`config.mk`:
```
export PLATFORM = sky130hd
export DESIGN_NAME = seq_pattern_detector
export DESIGN_NICKNAME = d
export VERILOG_FILES = /design/src/rtl/seq_pattern_detector_pkg.sv /design/src/rtl/sat_counter.sv /design/src/rtl/seq_pattern_detector.sv
export SDC_FILE = /design/constraint.sdc
export NUM_CORES = 1
export LEC_CHECK = 0
export ABC_AREA = 0
export CAP_MARGIN = 40
export CORE_UTILIZATION = 30
export CTS_BUF_LIST = sky130_fd_sc_hd__clkbuf_4
export CTS_CLUSTER_DIAMETER = 30
export DETAILED_ROUTE_END_ITERATION = 6
export PLACE_DENSITY_LB_ADDON = 0.15
export SLEW_MARGIN = 20
export SYNTH_ARGS = -nofsm -noshare
export SYNTH_HDL_FRONTEND = slang
export SYNTH_HIERARCHICAL = 1
export SYNTH_SLANG_ARGS = --single-unit
```
`constraint.sdc`:
```
create_clock -name clk -period 6.75 [get_ports clk]
set_input_delay 0.675 -clock clk [delete_from_list [all_inputs] [get_ports clk]]
set_output_delay 0.675 -clock clk [all_outputs]
set_load 0.02 [all_outputs]
```
`src/rtl/seq_pattern_detector_pkg.sv`:
```
// seq_pattern_detector_pkg: shared state encoding, default pattern and legal parameter ranges.
`default_nettype none

package seq_pattern_detector_pkg;

  typedef enum logic [0:0] {
    S_FILL = 1'b0,
    S_SCAN = 1'b1
  } state_e;

  localparam logic [3:0] c_DEFAULT_PAT = 4'b1011;

  localparam int c_PAT_W_MIN = 2;
  localparam int c_PAT_W_MAX = 16;
  localparam int c_CNT_W_MIN = 2;
  localparam int c_CNT_W_MAX = 16;

  function automatic bit in_range(input int value, input int lo, input int hi);
    return (value >= lo) && (value <= hi);
  endfunction

endpackage

`default_nettype wire

```
`src/rtl/sat_counter.sv`:
```
// sat_counter: saturating up-counter with sticky saturation flag; clear takes effect before increment.
`default_nettype none

module sat_counter
  import seq_pattern_detector_pkg::*;
#(
  parameter int WIDTH = 8
) (
  input  logic             clk,
  input  logic             clr_n,
  input  logic             inc,
  input  logic             clr,
  output logic [WIDTH-1:0] q,
  output logic             sat
);

  localparam logic [WIDTH-1:0] c_MAX = '1;

  if (!in_range(WIDTH, c_CNT_W_MIN, c_CNT_W_MAX)) begin : g_bad_width
    $error("sat_counter: WIDTH outside legal range 2..16");
  end

  logic [WIDTH-1:0] cnt_q, cnt_d;
  logic             sat_q, sat_d;

  always_comb begin
    cnt_d = clr ? '0 : cnt_q;
    if (inc && (cnt_d != c_MAX)) begin
      cnt_d = cnt_d + WIDTH'(1);
    end
    sat_d = (sat_q && !clr) || (cnt_d == c_MAX);
  end

  always_ff @(posedge clk or negedge clr_n) begin
    if (!clr_n) begin
      cnt_q <= '0;
      sat_q <= 1'b0;
    end else begin
      cnt_q <= cnt_d;
      sat_q <= sat_d;
    end
  end

  assign q   = cnt_q;
  assign sat = sat_q;

endmodule

`default_nettype wire

```
`src/rtl/seq_pattern_detector.sv`:
```
// seq_pattern_detector: serial pattern matcher with loadable pattern, overlap select and
// saturating match count (rev 1.0).
`default_nettype none

module seq_pattern_detector
  import seq_pattern_detector_pkg::*;
#(
  parameter int               PAT_W       = 4,
  parameter int               CNT_W       = 8,
  parameter logic [PAT_W-1:0] DEFAULT_PAT = PAT_W'(c_DEFAULT_PAT)
) (
  input  logic             clk,
  input  logic             clr_n,
  input  logic             in_valid,
  input  logic             in_bit,
  input  logic             overlap,
  input  logic             pat_load,
  input  logic [PAT_W-1:0] pat_in,
  input  logic             clr_cnt,
  output logic             match,
  output logic [CNT_W-1:0] match_cnt,
  output logic             cnt_sat,
  output logic             filled
);

  localparam int               FILL_W = $clog2(PAT_W + 1);
  localparam logic [FILL_W-1:0] c_FULL = FILL_W'(PAT_W);

  if (!in_range(PAT_W, c_PAT_W_MIN, c_PAT_W_MAX)) begin : g_bad_pat_w
    $error("seq_pattern_detector: PAT_W outside legal range 2..16");
  end

  // Only PAT_W-1 bits are kept: the compare always uses the incoming bit as the newest one.
  logic [PAT_W-2:0]  hist_q, hist_d;
  logic [FILL_W-1:0] fill_q, fill_d;
  logic [PAT_W-1:0]  pat_q, pat_d;
  state_e            state_q, state_d;
  logic              match_q;

  logic [PAT_W-1:0]  hist_next;
  logic [FILL_W-1:0] fill_next;
  logic              hit;

  always_comb begin
    hist_d    = hist_q;
    fill_d    = fill_q;
    pat_d     = pat_q;
    state_d   = state_q;
    hist_next = {hist_q, in_bit};
    fill_next = (fill_q == c_FULL) ? fill_q : fill_q + FILL_W'(1);
    hit       = in_valid && !pat_load && (fill_next == c_FULL) && (hist_next == pat_q);

    if (pat_load) begin
      pat_d   = pat_in;
      hist_d  = '0;
      fill_d  = '0;
      state_d = S_FILL;
    end else if (in_valid) begin
      hist_d = hist_next[PAT_W-2:0];
      fill_d = fill_next;
      case (state_q)
        S_FILL:  if (fill_next == c_FULL) state_d = S_SCAN;
        S_SCAN:  state_d = S_SCAN;
        default: state_d = S_FILL;
      endcase
      if (hit && !overlap) begin
        hist_d  = '0;
        fill_d  = '0;
        state_d = S_FILL;
      end
    end
  end

  always_ff @(posedge clk or negedge clr_n) begin
    if (!clr_n) begin
      hist_q  <= '0;
      fill_q  <= '0;
      pat_q   <= DEFAULT_PAT;
      state_q <= S_FILL;
      match_q <= 1'b0;
    end else begin
      hist_q  <= hist_d;
      fill_q  <= fill_d;
      pat_q   <= pat_d;
      state_q <= state_d;
      match_q <= hit;
    end
  end

  sat_counter #(
    .WIDTH(CNT_W)
  ) u_match_cnt (
    .clk  (clk),
    .clr_n(clr_n),
    .inc  (hit),
    .clr  (clr_cnt),
    .q    (match_cnt),
    .sat  (cnt_sat)
  );

  assign match  = match_q;
  assign filled = (state_q == S_SCAN);

endmodule

`default_nettype wire

```
After elaboration in Yosys (flattened, before gate mapping)
Cells that the tools add are included.
{"block": "totals", "in_bits": 11, "out_inout_bits": 11, "memories": 0, "rom_bits": 0, "latchBits": 0, "ram_bits": 0, "word_cells": 40, "ff_bits": 21}
{"block": "classes", "mul": 0, "shifts": 0, "reduce_logical": 11, "bitwise": 1, "eq_ne": 5, "mux": 14, "n_addsub": 2, "div": 0, "order_cmp": 0}
{"op": "2-to-1 mux 3 bit", "count": 7}
{"op": "2-to-1 mux 8 bit", "count": 2}
{"op": "adder 8 x 1 -> 8 bit, second input constant", "count": 1}
{"op": "equality test 8 bit, second input constant", "count": 1}
{"op": "inequality test 8 bit, second input constant", "count": 1}
{"op": "equality test 3 bit, second input constant", "count": 2}
{"op": "logical AND 1 bit", "count": 6}
{"op": "equality test 4 bit", "count": 1}
{"op": "2-to-1 mux 1 bit", "count": 4}
{"op": "adder 3 x 1 -> 3 bit, second input constant", "count": 1}
{"op": "logical NOT 1 bit", "count": 3}
{"op": "case mux 1 bit (2 select lines)", "count": 1}
{"op": "nonzero test 2 bit", "count": 1}
{"op": "logical OR 1 bit", "count": 1}
{"op": "NOT 1 bit", "count": 1}

Depth between registers and ports, before layout
Gate-level depths: netlist (run 1).
{"block": "logic_depth", "depth_word": 9, "ltp_mapped": 12, "ltp_nobuf": 11}

Modules after synthesis
Netlist (run 1), hierarchy kept.
{"module": "seq_pattern_detector", "area_per_inst_um2": 683.2, "cells_each": 63, "n_inst": 1, "seq_area_each_um2": 304.0}
{"module": "sat_counter", "area_per_inst_um2": 539.3, "cells_each": 53, "n_inst": 1, "seq_area_each_um2": 225.2}

Worst setup path after synthesis (run 1)
OpenSTA, ideal clock, no wires.
{"block": "synth_path", "kind": "reg2reg", "startpoint": "register fill_q[0]", "endpoint": "register u_match_cnt.sat_q (netlist: u_match_cnt/sat)", "arrival_ps": 2625, "path_stages_with_launch": 13, "t_required_ps": 6630, "n_path_buf": 1, "slack_ps": 4004, "setup_time_ps": 120, "cell_sequence": "dfrtp_1 -> inv_1 -> ha_1 -> or3b_4 -> a21oi_1 -> a31oi_1 -> nor4_1 -> buf_6 -> nand4_2 -> nor2_4 -> xnor2_1 -> o21ai_2 -> a41o_1"}
{"block": "synth_between", "elab_chain_len": 9, "word_cells_on_any_way": 10, "cone_classes": "1 x add/sub; 3 x eq/ne; 2 x mux; 4 x reduce/logical"}
{"item": "start, declared", "line": "seq_pattern_detector.sv:35", "text": "logic [FILL_W-1:0] fill_q, fill_d;"}
{"item": "start signal, assigned", "line": "seq_pattern_detector.sv:83", "text": "fill_q <= fill_d;"}
{"item": "adder 3 x 1 -> 3 bit / equality test 3 bit (equally long branches)", "line": "seq_pattern_detector.sv:50", "text": "fill_next = (fill_q == c_FULL) ? fill_q : fill_q + FILL_W'(1);"}
{"item": "2-to-1 mux 3 bit (*)", "line": "seq_pattern_detector.sv:50"}
{"item": "equality test 3 bit (*)", "line": "seq_pattern_detector.sv:51", "text": "hit = in_valid && !pat_load && (fill_next == c_FULL) && (hist_next == pat_q);"}
{"item": "logical AND 1 bit (*) (2 in a row)", "line": "seq_pattern_detector.sv:51"}
{"item": "via hit", "line": "seq_pattern_detector.sv:42", "text": "logic hit;"}
{"item": "logical AND 1 bit (*)", "line": "sat_counter.sv:28", "text": "if (inc && (cnt_d != c_MAX)) begin"}
{"item": "2-to-1 mux 8 bit (*)", "line": "sat_counter.sv:28"}
{"item": "via u_match_cnt.cnt_d[4]", "line": "sat_counter.sv:23", "text": "logic [WIDTH-1:0] cnt_q, cnt_d;"}
{"item": "equality test 8 bit (*)", "line": "sat_counter.sv:31", "text": "sat_d = (sat_q && !clr) || (cnt_d == c_MAX);"}
{"item": "logical OR 1 bit (*)", "line": "sat_counter.sv:31"}
{"item": "via u_match_cnt.sat_d", "line": "sat_counter.sv:24", "text": "logic sat_q, sat_d;"}
{"item": "end signal, assigned", "line": "sat_counter.sv:40", "text": "sat_q <= sat_d;"}
{"item": "end, declared", "line": "sat_counter.sv:24"}
Mark *: on every way through the listed nets, which the timed path passes. The rest lies on a longest branch.
A chain may end at the register's enable or synchronous reset.

Final worst setup path (run 1)
{"block": "layout_path", "startpoint": "register fill_q[0]", "endpoint": "register u_match_cnt.sat_q (netlist: u_match_cnt/sat)"}
{"block": "layout_between", "elab_chain_len": 9, "word_cells_on_any_way": 10, "cone_classes": "1 x add/sub; 3 x eq/ne; 2 x mux; 4 x reduce/logical"}
{"item": "adder 3 x 1 -> 3 bit / equality test 3 bit (equally long branches)", "line": "seq_pattern_detector.sv:50"}
{"item": "2-to-1 mux 3 bit (*)", "line": "seq_pattern_detector.sv:50"}
{"item": "equality test 3 bit (*)", "line": "seq_pattern_detector.sv:51"}
{"item": "logical AND 1 bit (*) (2 in a row)", "line": "seq_pattern_detector.sv:51"}
{"item": "via hit", "line": "seq_pattern_detector.sv:42"}
{"item": "logical AND 1 bit (*)", "line": "sat_counter.sv:28"}
{"item": "2-to-1 mux 8 bit (*)", "line": "sat_counter.sv:28"}
{"item": "equality test 8 bit (*)", "line": "sat_counter.sv:31"}
{"item": "logical OR 1 bit (*)", "line": "sat_counter.sv:31"}
{"item": "via u_match_cnt.sat_d", "line": "sat_counter.sv:24"}
Marks and branches as above.

==> results_dict.tcl, run 1 <==
set metrics [dict create \
    leakage_nw 0.580 \
    setup_tns_ps 0 \
    cts_root_buf "clkbuf_4" \
    yosysMostFrequentCell "dfrtp_1" \
    r2r_cells 11 \
    ys_warn_count 6 \
    globalplace.congestion 0.748 \
    wirelength_um 2530 \
    yosysSeqAreaShare 0.433 \
    netlist_area_sq_um 1220 \
    synth_top_area_frac 0.368 \
    seqPwrFrac 0.561 \
    status "complete, no violations" \
    first_pass_iters 5 \
    htree_levels 1 \
    netlist_top_cells_count "dfrtp_1, nor2_1, a21oi_1" \
    total_power_mw 0.247 \
    fin_nets 152 \
    postRouteAntennaNets 0 \
    wl_per_cell_um 13.6 \
    n_antenna_cell 0 \
    rrSetupSlack_ps 3810 \
    syn_nets 129 \
    max-cap-violations 0 \
    design_area_sq_um 1520 \
    vdd_drop_max_uv 96.0 \
    syn_inst 116 \
    drt_iter0_drc 25 \
    die_area_sq_um 4330 \
    required_ps 6960 \
    fin_crit_sh 0.436 \
    clkPwrFrac 0.275 \
    critPathLaunchType "flip-flop" \
    setup_viol 0 \
    hold_viol 0 \
    synth.distinct_cells 47 \
    antenna_found_initial 0 \
    critPathMaxStageDelay_ps 470 \
    fp.dieW_um 65.8 \
    fmax_mhz 340 \
    fin_ws_ps 3810 \
    grt_first_pass_wirelength_um 4460 \
    final_core_util 0.402 \
    clock-sinks 21 \
    fillers 369 \
    drive_gt1_frac 0.159 \
    endpoint_kind "flip-flop" \
    worst_ep_arrival_time_ps 3150 \
    place_ws_ps 3720 \
    synth_flop_cell "dfrtp_1" \
    slowest_stage "dfrtp_1" \
    clkSlewWorstSetupHoldPaths_ps 120 \
    finalHoldWorstSlack_ps 548 \
    avgSynthCellArea_sq_um 10.5 \
    clockBufferDepth 2 \
    initial_core_util 0.324 \
    max-slew-margin-rel 0.659 \
    stdcell_count 186 \
    clk_latency_ps 310 \
    async_flop_share 1.00 \
    port-buffer-count 21 \
    finClkSkew_ps 1.62 \
    grt_busiest_layer "met2" \
    yosys-top-cells-area "dfrtp_1, dfstp_2, xnor2_1" \
    crit_type "reg2reg" \
    cts_setup_buffers 0 \
    holdPathStages 1 \
    grtUsageMet1 0.186 \
    crit_chain "inv_1 > ha_1 > or3b_4 > a21oi_1 > a31oi_1 > nor4_1 > buf_4 > nand4_2 > a311oi_1 > a211oi_1 > a41o_1" \
    cts_buffers 3 \
    grt-ovfl-total 0 \
    viasPerCell 5.17 \
    placed_area_sq_um 1490 \
    synth_edf_count 0 \
    die_h_um 65.8 \
    hpwlAfterDp_um 1870 \
    met3_usage 0.0155 \
    ys_ff_latch 21 \
    drc_errors 0 \
    grtUsageTotal 0.135 \
    ios 22 \
    grt_pass1_vias 986 \
    core-area_sq_um 3770 \
    fin_crit_ps 2940 \
    maxSlewViolCount 0 \
    share_comb_of_total_power 0.165 \
    yosys.area.top_type "dfrtp_1" \
    cts_tree "done" \
    dp.cells 182 \
    syn_to_final_growth_pct 24.0 \
    cts_hold_buf 0 \
    grt_max_degree 16 \
    rsz0062_at_grt "no" \
    met2_usage 0.207 \
    switchingPower_mw 0.0662 \
    num_rows 22 \
    ctsResizeCount 0 \
    sw_frac_of_total 0.268 \
    power_density_nw_per_um2 163 \
    hp-class "reg2reg" \
    cp_max_fo 9 \
    num_vias 961 \
    p_int_mw 0.180 \
    tightest_slew_ps 510 \
]
==> layer usage <==
metal	share of wire	up-vias	wire [um]
met5	0	-	0
met4	0.021	0	54
met3	0.022	5	55
met2	0.45	17	1130
met1	0.51	471	1290
li1	-	468	-
==> path summary, 6_finish.rpt <==
check | from | end
worst min-delay path | pat_q[2] | pat_q[2]
worst max-delay path | fill_q[0] | u_match_cnt/sat
min in group asynchronous | clr_n | hist_q[0]
worst min register to register | pat_q[2] | pat_q[2]
worst max register to register | fill_q[0] | u_match_cnt/sat
max in group asynchronous | clr_n | pat_q[3]
==> power by group through the flow <==
stage | clock network, mW | logic [mW] | registers, mW
after global routing | 0.0764 | 0.0447 | 0.139
after global placement | 0 | 0.0394 | 0.140
final | 0.0678 | 0.0406 | 0.138
after detailed placement | 0 | 0.0409 | 0.141
after CTS | 0.0711 | 0.0413 | 0.138
after floorplan | 0 | 0.0253 | 0.140
==> worst max-delay path: cells and delay by family (launching register included) <==
family / cells / cell delay, ps
flip-flops: 1 / 470
AO/OA/AOI/OAI: 5 / 870
AND/OR/NAND/NOR: 3 / 890
adder cells (fa/ha/maj): 1 / 270
buffers and inverters: 2 / 340
==> area by class of cell <==
class,count,area (sq um),share of cell area
Clock buffer,4,30.0,0.0198
Inverter,7,40.0,0.0264
Multi-Input combinational cell,83,623,0.411
Sequential cell,21,529,0.349
Tap cell,48,60.1,0.0396
Timing Repair Buffer,23,233,0.154
==> cell usage in the layout (no fill, tap or decap), types with 2 or more instances in the layout <==
cell type / count
xnor2_1: 6
a211oi_1: 2
o32a_1: 3
nand2_1: 4
nor2_1: 9
a311oi_1: 2
nand4_1: 2
ha_1: 2
dfstp_2: 3
clkbuf_4: 4
inv_1: 6
a21oi_1: 7
nand2b_1: 2
nand3b_1: 4
dfrtp_1: 18
mux2i_1: 2
clkdlybuf4s50_1: 21
mux2_2: 4
nand3_1: 4
o21ai_0: 3
nor2b_1: 3
==> state kept, by name (all words and copies together) (netlist names) <==
name	cells
u_match_cnt/sat	1
filled	1
match	1
hist_q	3
fill_q	3
u_match_cnt/q	8
pat_q	4
==> kinds of logic (layout without fill, tap and decap cells) <==
group                      after synthesis  in the layout  synth area share
AOI/OAI and AO/OA                       28             28             0.182
xor gates and xnor gates                 6              6            0.0430
adders and majority gates                2              2            0.0205
buffers and inverters                   12             34            0.0573
DFF                                     21             21             0.433
muxes                                    6              6            0.0532
and+or+nand+nor                         41             41             0.211
No activity file was read; power rests on OpenSTA's default activity.
==> run 2: changes to the inputs <==
- clock period: 6.75 -> 2.5 ns (I/O delays scaled with it)
==> run 2 against run 1 <==
  * Sequential power rose to 2.7 times the previous value
  * Sequential share of layout area fell by 2.6 points
  * Routed wire length rose by 7.9%
  * Final area rose by 8.2%
  * First-iteration DRC count rose by 44%
  * Non-clock buffer count rose by 10
  * Clock power rose to 2.5 times the previous value
  * Count of clock-buffer cells in the layout fell by 1
  * Critical endpoint unchanged
==> results_dict.tcl, run 2 (synthesized netlist as in run 1, its figures left out) <==
set metrics [dict create \
    largest_reg_flops 8 \
    clockBufferDepth 2 \
    path_delay_family "simple AND/OR/NAND/NOR gates" \
    hp-class "in2async" \
    rsz0062_at_grt "yes" \
    endpoint_kind "flip-flop" \
    worst_ep_arrival_time_ps 2720 \
    wl_per_cell_um 13.9 \
    fin_crit_sh 0.981 \
    cp_common_cell "a21oi_2" \
    port-buffer-count 21 \
    viasPerCell 5.01 \
    cts_tree "done" \
    crit_type "reg2reg" \
    met3_usage 0.0121 \
    hold_viol 0 \
    max-cap-violations 0 \
    cts_buffers 3 \
    num_vias 981 \
    max-slew-margin-rel 0.726 \
    crit_chain "inv_2 > ha_4 > or3b_4 > a21oi_2 > a31oi_2 > nor4_2 > buf_4 > nand4_4 > nor2_4 > nand3_1 > a21oi_2 > a41o_1" \
    drt_iter0_drc 36 \
    dp.cells 190 \
    met2_usage 0.218 \
    maxSlewViolCount 0 \
    stdcell_count 196 \
    rrSetupSlack_ps 50 \
    cp_max_fo 6 \
    core-area_sq_um 3770 \
    ios 22 \
    initial_core_util 0.324 \
    grtUsageMet1 0.191 \
    grt-ovfl-total 0 \
    die_h_um 65.8 \
    num_rows 22 \
    critPathLaunchType "flip-flop" \
    wirelength_um 2730 \
    globalplace.congestion 0.850 \
    tightest_slew_ps 411 \
    leakage_nw 0.632 \
    fillers 350 \
    mostFrequentLayoutCells "clkdlybuf4s50_1, dfrtp_1, buf_4, nor2_1, a21oi_1" \
    antenna_found_initial 0 \
    drive_gt1_frac 0.284 \
    htree_levels 1 \
    finalHoldWorstSlack_ps 269 \
    clock-sinks 21 \
    fin_crit_ps 2450 \
    vdd_drop_max_uv 197 \
    grt_first_pass_wirelength_um 4690 \
    grt_pass1_vias 1012 \
    clkSlewWorstSetupHoldPaths_ps 130 \
    fp.dieW_um 65.8 \
    drc_errors 0 \
    timing.rr.start "fill_q[0]" \
    final_core_util 0.435 \
    finClkSkew_ps 16.3 \
    status "complete, no violations" \
    r2r_cells 12 \
    fmax_mhz 408 \
    setup_viol 0 \
    final_common_cell "clkdlybuf4s50_1" \
    clk_latency_ps 310 \
    hpwlAfterDp_um 1940 \
    critPathMaxStageDelay_ps 420 \
    n_antenna_cell 0 \
    r2r-end "u_match_cnt/sat" \
    required_ps 2760 \
    postRouteAntennaNets 0 \
    cts_root_buf "clkbuf_4" \
    die_area_sq_um 4330 \
    total_power_mw 0.677 \
    first_pass_iters 4 \
    timing.critical_path.buf_inv 2 \
    grtUsageTotal 0.140 \
    power_density_nw_per_um2 413 \
    grt_busiest_layer "met2" \
    syn_to_final_growth_pct 34.1 \
    grt_max_degree 22 \
    fin_nets 162 \
    slowest_stage "dfrtp_1" \
    setup_tns_ps 0 \
]
## run 2: cell types whose count changed in the layout (fill, tap and decap cells not counted), sizes merged
cell and delta:
buf +10, clkbuf -1, clkinv +1
## run 2: layout make-up
cell class | count | area, sq um | area share
timing repair buffer | 33 | 300 | 0.183
inverter | 7 | 40.0 | 0.0244
multi-input combinational | 83 | 682 | 0.416
tap | 48 | 60.1 | 0.0366
sequential | 21 | 529 | 0.323
clock inverter | 1 | 5.00 | 0.00305
clock buffer | 3 | 22.5 | 0.0137
## run 2: per-stage QoR
step                worst slack, ps  area (sq um)
floorplan                      2.93          1250
global placement               87.8          1560
detailed placement            -41.5          1560
CTS                            11.9          1600
global route                  -92.6          1640
finish                         48.3          1640
## run 2: worst max-delay path by stage
| stage | start | end | slack [ps] | depth (start not counted) |
|---|---|---|---|---|
| after detailed placement | fill_q[0] | u_match_cnt/sat | -40 | 12 |
| after CTS | fill_q[0] | u_match_cnt/sat | 10 | 12 |
| after floorplan | fill_q[0] | u_match_cnt/sat | 3 | 12 |
| after global placement | fill_q[0] | u_match_cnt/sat | 90 | 12 |
| final | fill_q[0] | u_match_cnt/sat | 50 | 12 |
| after global routing | fill_q[0] | u_match_cnt/sat | -90 | 12 |
## run 2: worst register-to-register path: cells and delay by family (launching register included)
| family | cells | cell delay [ps] |
|---|---|---|
| simple gates | 5 | 1030 |
| compound gates | 4 | 560 |
| flops | 1 | 420 |
| buf+inv | 2 | 240 |
| fa+ha+maj | 1 | 160 |
## run 2: where the power goes
group / internal (mW) / switching (mW) / total [mW]
registers: 0.359 / 0.0132 / 0.372
logic: 0.0704 / 0.0641 / 0.134
clock network: 0.0597 / 0.110 / 0.170
## run 2: routing by layer
metal	part of all wire	wire [um]	up-vias
met2	0.47	1270	6
met5	0	0	-
met1	0.51	1400	481
li1	-	-	492
met3	0.011	30	2
met4	0.011	29	0
## run 2: repair_timing
item / CTS / global route
endpoints found under the setup margin: 2 / 2
cloned: 0 / 0
hold buffers: 0 / 0
pin swaps: 1 / 2
buffers inserted: 1 / 1
resized for setup: 1 / 6
